### src/rtl/ffnn_pkg.sv
// Shared fixed-point definitions for the feed-forward network layers:
// format defaults, neuron FSM states and the ReLU/saturation helpers.
package ffnn_pkg;

    localparam int DATA_W_DEF    = 17;
    localparam int FRAC_BITS_DEF = 8;

    typedef enum logic [1:0] {IDLE, ACCUM, ACT, OUT} neuron_state_t;

    // Result is clamped to 0..2^(data_w-1)-1; callers truncate to data_w bits.
    function automatic logic [63:0] relu_sat(input logic signed [63:0] s,
                                             input int unsigned data_w);
        logic signed [63:0] max_v;
        max_v = (64'sd1 <<< (data_w - 1)) - 64'sd1;
        if (s < 0)
            return 64'd0;
        if (s > max_v)
            return max_v;
        return s;
    endfunction

    function automatic logic relu_sat_flag(input logic signed [63:0] s,
                                           input int unsigned data_w);
        return s > ((64'sd1 <<< (data_w - 1)) - 64'sd1);
    endfunction

endpackage

### src/rtl/layer_controller_neuron_mult.sv
// Registered signed DATA_W x DATA_W multiplier, one-cycle latency with a
// valid flag travelling alongside the product.
module layer_controller_neuron_mult #(
    parameter int DATA_W = 17
) (
    input  logic                       clk,
    input  logic                       reset_n,
    input  logic signed [DATA_W-1:0]   a,
    input  logic signed [DATA_W-1:0]   b,
    input  logic                       in_valid,
    output logic signed [2*DATA_W-1:0] product,
    output logic                       out_valid
);

    always_ff @(posedge clk or negedge reset_n) begin
        if (!reset_n) begin
            product   <= '0;
            out_valid <= 1'b0;
        end else begin
            out_valid <= in_valid;
            if (in_valid)
                product <= a * b;
        end
    end

endmodule

### src/rtl/layer_controller_neuron_mac.sv
// Neuron MAC stage: bias + sum(x[i]*w[i]) over a streamed activation vector,
// then ReLU with saturation, presented on a valid/ready output.
module layer_controller_neuron_mac
    import ffnn_pkg::*;
#(
    parameter int N_INPUTS  = 4,
    parameter int DATA_W    = DATA_W_DEF,
    parameter int FRAC_BITS = FRAC_BITS_DEF,
    parameter int ACC_W     = 2*DATA_W + $clog2(N_INPUTS) + 1
) (
    input  logic                         clk,
    input  logic                         reset_n,
    input  logic [N_INPUTS*DATA_W-1:0]   weights,
    input  logic [DATA_W-1:0]            bias,
    input  logic                         start,
    input  logic [DATA_W-1:0]            x_data,
    input  logic                         x_valid,
    output logic                         x_ready,
    output logic [DATA_W-1:0]            y_data,
    output logic                         y_valid,
    input  logic                         y_ready,
    output logic                         busy,
    output logic                         overflow
);

    localparam int              CW    = $clog2(N_INPUTS + 1);
    localparam logic [CW-1:0]   N_CNT = CW'(N_INPUTS);

    neuron_state_t              state_q, state_d;
    logic [CW-1:0]              count;
    logic signed [ACC_W-1:0]    acc;
    logic signed [2*DATA_W-1:0] product;
    logic                       prod_valid;
    logic signed [DATA_W-1:0]   w_sel;
    logic                       x_fire;
    logic signed [63:0]         s64;

    // Only meaningful while count < N_INPUTS, i.e. when x_ready can be high.
    always_comb begin
        w_sel = '0;
        for (int i = 0; i < N_INPUTS; i++)
            if (count == CW'(i))
                w_sel = weights[i*DATA_W +: DATA_W];
    end

    assign x_ready = (state_q == ACCUM) && (count < N_CNT);
    assign x_fire  = x_valid && x_ready;
    assign y_valid = (state_q == OUT);
    assign busy    = (state_q != IDLE);
    assign s64     = 64'(acc >>> FRAC_BITS);

    layer_controller_neuron_mult #(.DATA_W(DATA_W)) u_mult (
        .clk       (clk),
        .reset_n   (reset_n),
        .a         (x_data),
        .b         (w_sel),
        .in_valid  (x_fire),
        .product   (product),
        .out_valid (prod_valid)
    );

    always_ff @(posedge clk or negedge reset_n) begin
        if (!reset_n)
            state_q <= IDLE;
        else
            state_q <= state_d;
    end

    always_comb begin
        state_d = state_q;
        case (state_q)
            IDLE:    if (start) state_d = ACCUM;
            // Wait for the last product to drain into the accumulator.
            ACCUM:   if (count == N_CNT && !prod_valid) state_d = ACT;
            ACT:     state_d = OUT;
            OUT:     if (y_ready) state_d = IDLE;
            default: state_d = IDLE;
        endcase
    end

    always_ff @(posedge clk or negedge reset_n) begin
        if (!reset_n) begin
            count    <= '0;
            acc      <= '0;
            y_data   <= '0;
            overflow <= 1'b0;
        end else begin
            case (state_q)
                IDLE: if (start) begin
                    acc   <= ACC_W'($signed(bias)) <<< FRAC_BITS;
                    count <= '0;
                end
                ACCUM: begin
                    if (x_fire)
                        count <= count + 1'b1;
                    if (prod_valid)
                        acc <= acc + ACC_W'(product);
                end
                ACT: begin
                    y_data   <= DATA_W'(relu_sat(s64, DATA_W));
                    overflow <= relu_sat_flag(s64, DATA_W);
                end
                default: ;
            endcase
        end
    end

endmodule

### config.mk
export PLATFORM = sky130hd
export DESIGN_NAME = layer_controller_neuron_mac
export DESIGN_NICKNAME = d
export VERILOG_FILES = /design/src/rtl/ffnn_pkg.sv /design/src/rtl/layer_controller_neuron_mult.sv /design/src/rtl/layer_controller_neuron_mac.sv
export SDC_FILE = /design/constraint.sdc
export NUM_CORES = 1
export LEC_CHECK = 0
export ABC_AREA = 1
export CORE_MARGIN = 2
export CORE_UTILIZATION = 57
export DETAILED_ROUTE_END_ITERATION = 8
export DONT_BUFFER_PORTS = 1
export PLACE_DENSITY = 0.79
export SETUP_SLACK_MARGIN = 0.02
export SLEW_MARGIN = 10
export SYNTH_ARGS = -nofsm -noshare
export SYNTH_HDL_FRONTEND = slang
export SYNTH_HIERARCHICAL = 1
export SYNTH_SLANG_ARGS = --single-unit
### constraint.sdc
create_clock -name clk -period 7.2 [get_ports clk]
set_clock_uncertainty 0.1 [all_clocks]
set_input_delay 1.08 -clock clk [delete_from_list [all_inputs] [get_ports clk]]
set_output_delay 1.08 -clock clk [all_outputs]
set_load 0.005 [all_outputs]
==> flow_metrics.env <==
export IMPL_synth_area_per_cell_um2=7.09
export IMPL_place_congestion=0.972
export IMPL_drive_gt1_share_pct=5.03
export IMPL_final_util_pct=61.1
export IMPL_grt_max_degree=96
export IMPL_synthCells=2683
export IMPL_multi_input_area_mm2=0.0139
export IMPL_max_cap_violations=0
export IMPL_cp_start_kind="flop"
export IMPL_grt_pass1_vias=17200
export IMPL_slew_viol_final=0
export IMPL_min_delay_path_class="in2async"
export IMPL_ys_seq_area_share_pct=12.5
export IMPL_final_nets=3176
export IMPL_dieArea_mm2=0.0349
export IMPL_clkTransAtPathRegs_ns=0.07
export IMPL_ys_ff_latch=95
export IMPL_first_pass_iters=6
export IMPL_viasPerCell=5.34
export IMPL_pin_count=128
export IMPL_overflow=0
export IMPL_h_tree_depth=3
export IMPL_drt_iter0_markers=1218
export IMPL_dp_worst_setup_slack_ns=-0.0275
export IMPL_start_util_pct=58.2
export IMPL_antenna_found_initial=0
export IMPL_die_w_um=187
export IMPL_dpl_hpwl_um=41400
export IMPL_crit_type="reg2reg"
export IMPL_synth_distinct_cells=49
export IMPL_finalSetupViolCount=0
export IMPL_end_kind="flop"
export IMPL_clock_fmax_mhz=146
export IMPL_grt_pass1_wl_um=82800
export IMPL_reg2regPathDepth=30
export IMPL_cp_slowest_cell="fa_1"
export IMPL_tns_ns=0
export IMPL_core_mm2=0.0327
export IMPL_cts_tree="done"
export IMPL_ant_nets=0
export IMPL_hold_violations=0
export IMPL_fp_row_count=66
export IMPL_cts_sinks=95
export IMPL_fin_crit_sh_pct=95.4
export IMPL_register_area_mm2=0.00238
export IMPL_antenna_cells=0
export IMPL_crit_required_ns=7.35
export IMPL_cts_buffer_depth=2
export IMPL_critPathMaxStageDelay_ns=0.58
export IMPL_portBuffers=0
export IMPL_holdWs_ns=0.299
export IMPL_cp_arrival_ns=7.02
export IMPL_wl_per_cell_um=16.1
export IMPL_grt_usage_pct=29.2
export IMPL_syn2layout_area_growth_pct=4.99
export IMPL_cts_root_buffer="clkbuf_16"
export IMPL_vias=16500
export IMPL_netlist_area_mm2=0.0190
export IMPL_numCtsBuffers=9
export IMPL_insertion_delay_ns=0.37
export IMPL_tightestPinTransition_ns=1.17
export IMPL_syn_num_nets=3218
export IMPL_fill_cells=3021
export IMPL_die_y_um=187
export IMPL_status="completed"
export IMPL_worstPathMaxFanout=17
export IMPL_drc=0
export IMPL_ys_warnings_count=6
export IMPL_slew_headroom_pct=21.6
export IMPL_period_minus_slack_ns=6.87
export IMPL_wl_um=49900
export IMPL_final_setup_worst_slack_ns=0.329
## worst max-delay path: cells and delay by family (launching register included)
family / cells / cell delay, ns
buffers and inverters: 8 / 0.93
AND/OR/NAND/NOR: 12 / 1.42
flip-flops: 1 / 0.40
adder cells (fa/ha/maj): 8 / 3.64
AO/OA/AOI/OAI: 2 / 0.23
## timing repair
item,in CTS,in global routing
buffers inserted,0,11
hold endpoints to repair,0,0
pin swaps,0,11
gates resized for setup,2,46
endpoints found under the setup margin,4,20
gates cloned,0,2
hold buffers,0,0
## layer usage
metal	wire, µm	up-vias	track usage, %
met5	0	-	0
met4	1710	0	9.55
met3	2640	125	3.27
met2	25000	561	53.3
met1	20500	7980	36.1
li1	-	7834	-
## cell usage in the layout, fill, tap and decap left out, types with 10 or more instances in the layout
cell type,instances
nor2_2,12
nand2_1,811
nand2_2,14
o21ai_0,67
buf_4,35
a21oi_1,82
dfrtp_1,95
nor2_1,135
nor3_1,12
o21ai_1,16
nand4_1,17
nand3b_1,12
ha_1,120
inv_1,653
fa_1,291
o21bai_1,10
xnor2_1,16
nand3_1,124
## registers in the layout (all words and copies together), names as in the netlist
signal and flops:
acc 37, count 3, overflow 1, state_q 2, u_mult/out_valid 1, u_mult/product 34
y_data 17
## cell families (layout without fill, tap and decap cells)
group | after synthesis | in the layout | share of synthesized area (%)
buffers and inverters | 758 | 720 | 15.2
adder cells (fa/ha/maj) | 428 | 428 | 39.9
XOR/XNOR | 22 | 22 | 1.01
AND/OR/NAND/NOR | 1166 | 1167 | 25.2
flip-flops | 95 | 95 | 12.5
AO/OA/AOI/OAI | 214 | 214 | 6.26
## layout make-up
class / instances / share of cell area (%)
tap: 442 / 2.77
timing repair buffer: 42 / 1.84
inverter: 662 / 12.4
sequential: 95 / 11.9
clock inverter: 5 / 0.207
clock buffer: 11 / 1.17
multi-input combinational: 1831 / 69.7
## cell usage after synthesis, drive strengths merged
library cell	n	area [µm²]
or2	8	50.0
nand3b	12	90.1
o21bai	10	75.1
dfrtp	95	2380
clkbuf	81	324
o2111ai	1	8.76
nor2	153	614
a22o	1	8.76
a31oi	2	18.8
a21o	2	15.0
o22ai	9	56.3
a22oi	3	22.5
inv	661	2480
nand2	826	3130
a21boi	2	15.0
xor2	6	52.6
o21ai	86	430
o31ai	3	22.5
o21a	1	7.51
and2	4	26.3
xnor2	16	140
ha	131	1640
nor3	15	96.4
o211ai	1	7.51
nand4	17	106
o221ai	9	78.8
buf	15	85.1
nor4	3	18.8
clkinv	1	3.75
nand3	128	651
fa	297	5950
a21oi	84	424
## worst paths after layout
check | startpoint | end | slack [ns]
min | reset_n | overflow$_DFFE_PN0P_ | 0.30
min reg2reg | u_mult/product[5]$_DFFE_PN0P_ | u_mult/product[5]$_DFFE_PN0P_ | 0.39
min in group clk | u_mult/product[5]$_DFFE_PN0P_ | u_mult/product[5]$_DFFE_PN0P_ | 0.39
max | count[1]$_DFFE_PN0P_ | u_mult/product[28]$_DFFE_PN0P_ | 0.33
max reg2reg | count[1]$_DFFE_PN0P_ | u_mult/product[28]$_DFFE_PN0P_ | 0.33
max in group asynchronous | reset_n | acc[30]$_DFFE_PN0P_ | 6.56
## per-stage QoR
| step | instances | area, µm² |
|---|---|---|
| after detailed placement | 3059 | 19400 |
| after global placement | 3059 | 19400 |
| after global routing | 3088 | 20000 |
| after floorplan | 2683 | 19000 |
| final | 3088 | 20000 |
| after CTS | 3075 | 19700 |
Power is left out: the tool's default activity adds up to more than one toggle a clock period on the data nets, which glitch-free logic cannot reach.
